===== src/rtl/tx_shift_pkg.sv =====
// Shared types and helpers for the transmit shift/hold path with bit stuffing.
package tx_shift_pkg;

  typedef enum logic [1:0] {
    IDLE  = 2'd0,
    SHIFT = 2'd1,
    STUFF = 2'd2
  } tx_state_e;

  // Width of a counter that indexes DATA_W bits.
  function automatic int unsigned cnt_width(input int unsigned data_w);
    return (data_w <= 1) ? 1 : $clog2(data_w);
  endfunction

  // Width of a counter that must reach STUFF_RUN inclusive.
  function automatic int unsigned run_width(input int unsigned stuff_run);
    return (stuff_run < 1) ? 1 : $clog2(stuff_run + 1);
  endfunction

  // Map the serial bit position onto the parallel word's bit index.
  function automatic int unsigned bit_index(input int unsigned pos,
                                            input int unsigned data_w,
                                            input bit          lsb_first);
    return lsb_first ? pos : (data_w - 1 - pos);
  endfunction

endpackage


===== src/rtl/tx_stuff_ctr.sv =====
// Consecutive-ones counter; flags when a stuff bit must be inserted next.
module tx_stuff_ctr
  import tx_shift_pkg::*;
#(
  parameter int STUFF_RUN = 6
) (
  input  logic clk,
  input  logic rst,
  input  logic clear,
  input  logic bit_vld,
  input  logic bit_val,
  output logic stuff_due
);

  localparam int RUN_W = run_width(STUFF_RUN);
  localparam logic [RUN_W-1:0] RUN_MAX = RUN_W'(STUFF_RUN);

  logic [RUN_W-1:0] ones_cnt;

  always_ff @(posedge clk or posedge rst) begin
    if (rst) begin
      ones_cnt <= '0;
    end else if (clear) begin
      ones_cnt <= '0;
    end else if (bit_vld) begin
      if (!bit_val) begin
        ones_cnt <= '0;
      end else if (ones_cnt != RUN_MAX) begin
        ones_cnt <= ones_cnt + 1'b1;
      end
    end
  end

  assign stuff_due = (ones_cnt == RUN_MAX);

endmodule


===== src/rtl/tx_shift_hold_stuff.sv =====
// One-word hold register feeding a serialiser with selectable bit order,
// optional USB bit stuffing, end-of-packet and underrun signalling.
module tx_shift_hold_stuff
  import tx_shift_pkg::*;
#(
  parameter int DATA_W    = 8,
  parameter int LSB_FIRST = 1,
  parameter int STUFF_EN  = 1,
  parameter int STUFF_RUN = 6
) (
  input  logic              Clk,
  input  logic              Rst,
  input  logic [DATA_W-1:0] Tx_Data_In,
  input  logic              Tx_Valid,
  input  logic              Tx_Last,
  output logic              Tx_Ready,
  output logic              Tx_Serial_Out,
  output logic              Tx_Serial_En,
  output logic              Tx_Busy,
  output logic              Tx_Eop_Done,
  output logic              Tx_Underrun
);

  localparam int CNT_W = cnt_width(DATA_W);
  localparam logic [CNT_W-1:0] LAST_IDX = CNT_W'(DATA_W - 1);
  localparam bit LSB_SEL = (LSB_FIRST != 0);

  logic              hold_full_q;
  logic              hold_last_q;
  logic [DATA_W-1:0] hold_data_q;

  tx_state_e         state_q, state_d;
  logic [CNT_W-1:0]  bit_cnt_q, bit_cnt_d;
  logic [DATA_W-1:0] word_q, word_d;
  logic              last_q, last_d;

  logic              out_q, out_d;
  logic              en_q, en_d;
  logic              eop_q, eop_d;
  logic              udr_q, udr_d;

  logic              accept;
  logic              load;
  logic              word_end;
  logic              ones_clear;
  logic              stuff_due;

  assign Tx_Ready = !hold_full_q;
  assign accept   = Tx_Valid && !hold_full_q;

  // Hold register: accept and load are exclusive because Ready needs an empty hold.
  always_ff @(posedge Clk or posedge Rst) begin
    if (Rst) begin
      hold_full_q <= 1'b0;
      hold_last_q <= 1'b0;
    end else if (accept) begin
      hold_full_q <= 1'b1;
      hold_last_q <= Tx_Last;
    end else if (load) begin
      hold_full_q <= 1'b0;
    end
  end

  always_ff @(posedge Clk) begin
    if (accept) begin
      hold_data_q <= Tx_Data_In;
    end
  end

  always_comb begin
    state_d    = state_q;
    bit_cnt_d  = bit_cnt_q;
    word_d     = word_q;
    last_d     = last_q;
    out_d      = 1'b0;
    en_d       = 1'b0;
    eop_d      = 1'b0;
    udr_d      = 1'b0;
    load       = 1'b0;
    word_end   = 1'b0;
    ones_clear = 1'b0;

    case (state_q)
      IDLE: begin
        if (hold_full_q) begin
          load = 1'b1;
        end
      end
      SHIFT: begin
        if (stuff_due) begin
          state_d = STUFF;
          en_d    = 1'b1;
        end else if (bit_cnt_q != LAST_IDX) begin
          bit_cnt_d = bit_cnt_q + 1'b1;
          en_d      = 1'b1;
          out_d     = word_q[CNT_W'(bit_index(int'(bit_cnt_d), DATA_W, LSB_SEL))];
        end else begin
          word_end = 1'b1;
        end
      end
      STUFF: begin
        // Stuff bit consumed no data; resume with the next data bit or finish the word.
        if (bit_cnt_q != LAST_IDX) begin
          state_d   = SHIFT;
          bit_cnt_d = bit_cnt_q + 1'b1;
          en_d      = 1'b1;
          out_d     = word_q[CNT_W'(bit_index(int'(bit_cnt_d), DATA_W, LSB_SEL))];
        end else begin
          word_end = 1'b1;
        end
      end
      default: begin
        state_d = IDLE;
      end
    endcase

    if (word_end) begin
      if (last_q) begin
        state_d    = IDLE;
        eop_d      = 1'b1;
        ones_clear = 1'b1;
      end else if (hold_full_q) begin
        load = 1'b1;
      end else begin
        state_d    = IDLE;
        udr_d      = 1'b1;
        ones_clear = 1'b1;
      end
    end

    if (load) begin
      state_d   = SHIFT;
      bit_cnt_d = '0;
      word_d    = hold_data_q;
      last_d    = hold_last_q;
      en_d      = 1'b1;
      out_d     = hold_data_q[CNT_W'(bit_index(0, DATA_W, LSB_SEL))];
    end
  end

  always_ff @(posedge Clk or posedge Rst) begin
    if (Rst) begin
      state_q   <= IDLE;
      bit_cnt_q <= '0;
      last_q    <= 1'b0;
      out_q     <= 1'b0;
      en_q      <= 1'b0;
      eop_q     <= 1'b0;
      udr_q     <= 1'b0;
    end else begin
      state_q   <= state_d;
      bit_cnt_q <= bit_cnt_d;
      last_q    <= last_d;
      out_q     <= out_d;
      en_q      <= en_d;
      eop_q     <= eop_d;
      udr_q     <= udr_d;
    end
  end

  always_ff @(posedge Clk) begin
    word_q <= word_d;
  end

  // The run counter sees exactly the bits being presented, stuff bits included.
  if (STUFF_EN != 0) begin : g_stuff
    tx_stuff_ctr #(
      .STUFF_RUN(STUFF_RUN)
    ) u_stuff_ctr (
      .clk      (Clk),
      .rst      (Rst),
      .clear    (ones_clear),
      .bit_vld  (en_d),
      .bit_val  (out_d),
      .stuff_due(stuff_due)
    );
  end else begin : g_no_stuff
    logic unused_stuff;
    assign unused_stuff = ones_clear ^ (STUFF_RUN != 0);
    assign stuff_due    = 1'b0;
  end

  assign Tx_Serial_Out = out_q;
  assign Tx_Serial_En  = en_q;
  assign Tx_Eop_Done   = eop_q;
  assign Tx_Underrun   = udr_q;
  assign Tx_Busy       = (state_q != IDLE) || hold_full_q;

endmodule


===== config.mk =====
export PLATFORM = sky130hd
export DESIGN_NAME = tx_shift_hold_stuff
export DESIGN_NICKNAME = d
export VERILOG_FILES = /design/src/rtl/tx_shift_pkg.sv /design/src/rtl/tx_stuff_ctr.sv /design/src/rtl/tx_shift_hold_stuff.sv
export SDC_FILE = /design/constraint.sdc
export NUM_CORES = 1
export LEC_CHECK = 0
export ABC_CLOCK_PERIOD_IN_PS = 2500
export CORE_ASPECT_RATIO = 1.1
export CORE_UTILIZATION = 54
export CTS_CLUSTER_SIZE = 8
export DETAILED_ROUTE_END_ITERATION = 7
export HOLD_SLACK_MARGIN = 0.12
export PLACE_DENSITY = 0.75
export SYNTH_ARGS = -nofsm -noshare
export SYNTH_HDL_FRONTEND = slang
export SYNTH_SLANG_ARGS = --single-unit

===== constraint.sdc =====
create_clock -name Clk -period 2.5 [get_ports Clk]
set_input_delay 0.5 -clock Clk [delete_from_list [all_inputs] [get_ports Clk]]
set_output_delay 0.5 -clock Clk [all_outputs]
set_load 0.01 [all_outputs]

==> summary.md <==
| Metric | Value |
|---|---|
| Status | `completed` |
| N_diodes | `0` |
| Area taken by multi-input logic gates | `576 sq um` |
| Syn Inst Count | `120` |
| CP Cell Sequence | `ha_1, ha_1, o21bai_1, a21oi_1, nor3_1, a31oi_1, a21boi_1` |
| Slew HR | `60.9%` |
| Top Ports | `18` |
| Hold Crit Class | `register to register` |
| DRT antenna net count | `0` |
| Largest net degree at the start of global routing | `16` |
| Buffers & Inverters on Critical Path | `0` |
| Commonest non-fill, non-tap cell in the layout | `clkdlybuf4s50_1` |
| Yosys top cell area share | `32.1%` |
| Initial Utilization | `58.3%` |
| Unrepaired setup endpoints after global routing | `false` |
| # resized after CTS | `0` |
| Final setup viols | `0` |
| Max Clk Rate | `460 MHz` |
| Final wirelength | `2490 microns` |
| #FFs+latches synth | `31` |
| CTS Buf Count | `5` |
| Arr. time, crit path | `around 2400 ps` |
| Clock transition at path regs | `110 ps` |
| DR WL/cell | `approximately 14 microns` |
| Met3 Track Usage GR | `7.20%` |
| CP required | `2760 ps` |
| Busiest layer in global routing | `met2` |
| Cts hold-fix bufs | `0` |
| Synth warn | `0` |
| Fin crit period | `2170 ps` |
| Die width | `between 50 and 60 microns` |
| Leakage power | `0.727 nW` |
| Fin. max-slew vios | `0` |
| Crit end category | `register` |
| Post-synth cell types | `36` |
| First-pass DRT Iterations | `4` |
| Critical path class | `register to register` |
| Syn nets | `140` |
| Pwr dens | `1120 nW/um^2` |
| Nets@finish | `164` |
| Number of synthesized flops with an enable pin | `16` |
| Placer congestion estimate | `0.830` |
| Mapped Area | `between 1000 and 1500 sq um` |
| Placement Rows | `19` |
| DIE HEIGHT | `57.2 microns` |
| Post-synth ARST share | `48.4%` |
| Final Hold Viols | `0` |
| Kind of cell adding the most delay to the critical path | `compound AO/OA/AOI/OAI gates` |
| CP max stage delay | `510 ps` |
| Global-route track usage on met2 | `roughly a third` |
| Most frequent cells in the layout | `clkdlybuf4s50_1, edfxtp_1, dfrtp_1, inv_1, nor2_1` |
| Number of max-cap violations | `0` |
| Vias | `974` |
| Synth area leaders | `edfxtp_1, dfrtp_1, ha_1` |
| CTS tree | `done` |
| Crit share post-route | `86.9%` |
| Register area share after synthesis | `57.2%` |
| Fillers | `slightly below 200` |
| Iter 0 DRT Violations | `40` |
| Crit Path Max Fanout | `7` |
| Post-CTS Setup Bufs | `0` |
| Final Skew | `7.12 ps` |
| Residual DRC | `0` |
| Vias in the first global route | `a little under 1000` |
| Max Buffers Root-to-Sink | `2` |
| Gr ovfl total | `0` |
| Critical path's slowest cell | `dfrtp_1` |
| Post-placement cell count | `168` |
| Final setup TNS | `0 ps` |
| First-pass GRT wire length | `4390 microns` |
| CP Launch Type | `register` |
| Syn Area/Cell | `12.5 sq um` |
| Ys flop type | `edfxtp_1` |
| Clk_lat worst skew | `340 ps` |
| H-tree depth | `2` |
| Buffers on Ports | `17` |
| Root buffer cell | `clkbuf_4` |
| All-Layer GR Usage | `21.0%` |
| Seq. cell area | `856 sq um` |
| Share of post-route cells with drive strength above 1 | `12.4%` |
| Hold slack final | `429 ps` |
| Vias per cell | `5.53` |
| Sink Count | `31` |
| Area leader, netlist | `edfxtp_1` |
| Core area | `2570 sq um` |
| Die area | `2990 sq um` |
| Met1 global-route usage | `26.5%` |
| Area Growth Syn to Fin | `18.0%` |
| Initial antenna violation count | `0` |
| Worst IR Drop VDD | `0.000663 V` |
| Actual slew at the worst max-slew pin | `585 ps` |
| Post-DP HPWL | `1840 microns` |
| Post-route insts no fill | `176` |
| Most used cell, CP | `ha_1` |
==> path summary, 6_finish.rpt <==
check	start	slack, ps	to	cells after the start
max	bit_cnt_q[0]	330	g_stuff.u_stuff_ctr.ones_cnt[2]	7
min	hold_data_q[4]	430	word_q[4]	0
max reg2reg	bit_cnt_q[0]	330	g_stuff.u_stuff_ctr.ones_cnt[2]	7
min reg2reg	hold_data_q[4]	430	word_q[4]	0
max in group asynchronous	Rst	1610	Tx_Serial_Out	2
min in group asynchronous	Rst	510	bit_cnt_q[0]	2
==> per-stage QoR <==
step                util [%]  setup WS [ps]  total power [mW]  cell area, sq um
finish                  68.8            328              1.97              1770
global route            68.8            151              2.13              1770
CTS                     68.8            330              1.99              1770
detailed placement      66.4            395              1.67              1700
global placement        66.4            464              1.65              1700
floorplan                  -            725              1.45              1500
==> routing by layer <==
layer	wire (microns)	part of all wire, %
met1	1100	44
met2	1210	49
met3	122	4.9
met4	57	2.3
met5	0	0
==> where the power goes <==
group / internal (mW) / switching [mW]
Sequential: 0.720 / 0.101
Combinational: 0.375 / 0.473
Clock: 0.112 / 0.189
==> sequential cells by signal (all words and copies together) (netlist names) <==
register / flops
hold_full_q: 1
Tx_Serial_Out: 1
last_q: 1
hold_data_q: 8
state_q: 2
hold_last_q: 1
Tx_Serial_En: 1
g_stuff.u_stuff_ctr.ones_cnt: 3
Tx_Underrun: 1
word_q: 8
Tx_Eop_Done: 1
bit_cnt_q: 3
==> area by class of cell <==
type / instances / share of cell area (%)
Clock inverter: 3 / 1.35
Clock buffer: 5 / 2.13
Multi-Input combinational cell: 74 / 32.6
Sequential cell: 31 / 48.5
Timing Repair Buffer: 19 / 10.5
Inverter: 13 / 2.76
Tap cell: 31 / 2.20
==> cells in the mapped netlist (2+ instances only) <==
library cell and instances:
edfxtp_1 16, dfrtp_1 15, inv_1 13, nor2_1 11, ha_1 8, mux2i_1 7, nand2_1 6, a21oi_1 5
nand3b_1 4, nand3_1 3, nor2b_1 3, a31oi_1 2, nor3_1 2, o21bai_1 2, o22ai_1 2
==> cells by family after synthesis <==
group | Yosys count | synth area share [%]
buf+inv | 15 | 4.35
xor+xnor | 1 | 0.585
compound gates | 26 | 15.6
flops | 31 | 57.2
simple gates | 31 | 10.2
mux | 8 | 5.43
fa+ha+maj | 8 | 6.69
==> worst reg2reg max path, stage by stage (launching register included) <==
cell,delay (ps)
dfrtp_1,510
ha_1,200
ha_1,300
o21bai_1,190
a21oi_1,140
nor3_1,470
a31oi_1,110
a21boi_1,180
(Power assumes the default switching activity.)
==> edit (config.mk and constraints unchanged) <==
Remove the register `udr_q`: a continuous assignment takes its place, so the output `Tx_Underrun` follows one clock earlier.
--- a/src/rtl/tx_shift_hold_stuff.sv
+++ b/src/rtl/tx_shift_hold_stuff.sv
@@ -146,7 +146,6 @@
       out_q     <= 1'b0;
       en_q      <= 1'b0;
       eop_q     <= 1'b0;
-      udr_q     <= 1'b0;
     end else begin
       state_q   <= state_d;
       bit_cnt_q <= bit_cnt_d;
@@ -154,9 +153,10 @@
       out_q     <= out_d;
       en_q      <= en_d;
       eop_q     <= eop_d;
-      udr_q     <= udr_d;
     end
   end
+
+  assign udr_q = udr_d;
 
   always_ff @(posedge Clk) begin
     word_q <= word_d;
Formal check against the unedited RTL: not equivalent (Yosys sat finds a counterexample within 10 cycles, from zero or initial values and one cycle with Rst high).
==> edit against the original RTL <==
Total power shrank 4.2%. Count of clock-buffer cells in the layout stayed put. Area after synthesis is 4.4% lower. Synthesized cell count decreased by 4.2%. Worst setup slack got worse by 0.15 ns. Sequential cell count fell by 1. Die area is 4.3% lower. Cell area shrank 2.6%. Routed wire length is 8.2% lower. Critical path depth is 1 lower. Worst hold slack worse by 0.013 ns. Largest cell class unchanged. Highest routed layer unchanged.
==> edit: results (changes against the original RTL) <==
Outcome - finished clean
Min-delay src - hold_data_q[3]
Peak VDD IR - 0.706 mV (+6.4%)
GR Util met1 - 0.235 (-0.0299)
Largest net degree at the start of global routing - 17 (+1)
End of the critical path - Tx_Underrun
R2R Path End - g_stuff.u_stuff_ctr.ones_cnt[1]
Async S/R FF share, synth - 0.467 (-0.0172)
Clock latency on the worst-skew pair - 0.32 ns (-0.02 ns)
Most area-consuming cells after synthesis - edfxtp_1 34%, dfrtp_1 24%, ha_1 7.0%
CTS clk-pin slew, worst paths - 0.09 ns (-0.02 ns)
Crit-path leading delay family - flip-flops
Reg2reg setup slack - 0.51 ns (+0.18 ns)
Layout cell share with drive strength beyond 1 - 0.148 (+0.0237)
Drt via density - 5.50 (-0.56%)
Worst Path Arrival - 1.82 ns (-0.62 ns)
Met3 GRT Util - 0.0492 (-0.0228)
WHS Path Cells - 0 (unchanged)
Sw Share - 0.375 (-0.0121)
Post-synthesis mux area share - 0.0569 (+0.00252)
Post-Synth XOR/XNOR Area - 0.00612 (+0.000271)
Cell Area, Placed - 0.00166 mm2 (-2.8%)
Seq/Total Area, Yosys - 0.581 (+0.00902)
Ys flop type - edfxtp_1
Mean post-synth cell area - 12.4 um2 (-0.28%)
P_clk - 0.000267 W (-12%)
Reg power frac - 0.419 (+0.002)
Tmin final - 2.32 ns (+0.152 ns)
P_sw - 0.000708 W (-7.2%)
CP Max Fanout - 4 (-3)
Slew headroom - 0.645 (+0.0359)
Syn_nets - 135 (-3.6%)
Synth Area in Compound Gates - 0.125 (-0.0304)
Dpl cells - 165 (-1.8%)
DRT iter0 DRCs - 11 (-73%)
Routed WL per cell - 13.2 um (-6.6%)
Worst hold slack - 0.416 ns (-0.0129 ns)
Adder-Cell Fraction of Synth Area - 0.0700 (+0.00310)
Gpl congestion - 0.871 (+4.9%)
First-pass GRT wire length - 3.85 mm (-12%)
Max incr delay on CP - 0.41 ns (-0.10 ns)
Met2 Use GR - 0.291 (-0.0347)
Overall Global Routing Usage - 0.189 (-0.0201)
-- edit: cell types whose count changed after synthesis, sizes merged, moves of 2 or more --
| cell | before | now |
|---|---|---|
| a21oi | 6 | 2 |
| o21ai | 1 | 3 |
| nor2 | 11 | 13 |
| nand3b | 4 | 2 |
| inv | 13 | 11 |
-- edit: layout make-up --
| cell class | count | area [um2] |
|---|---|---|
| clock buffers | 5 | 37.5 |
| clock inverters | 3 | 16.3 |
| fillers | 186 | 777 |
| inverters | 11 | 41.3 |
| multi-input cells | 73 | 563 |
| flip-flops and latches | 30 | 831 |
| well taps | 31 | 38.8 |
| repair buffers | 20 | 191 |
-- edit: what timing repair did --
item | in CTS | in global routing
gates resized for setup | 4 | 0
setup endpoints to repair | 1 | 0
hold buffers | 0 | 0
-- edit: metal layers --
| layer | vias up | part of all wire |
|---|---|---|
| met5 | - | 0 |
| met4 | 0 | 0.031 |
| met3 | 9 | 0.040 |
| met2 | 23 | 0.50 |
| met1 | 452 | 0.43 |
| li1 | 468 | - |
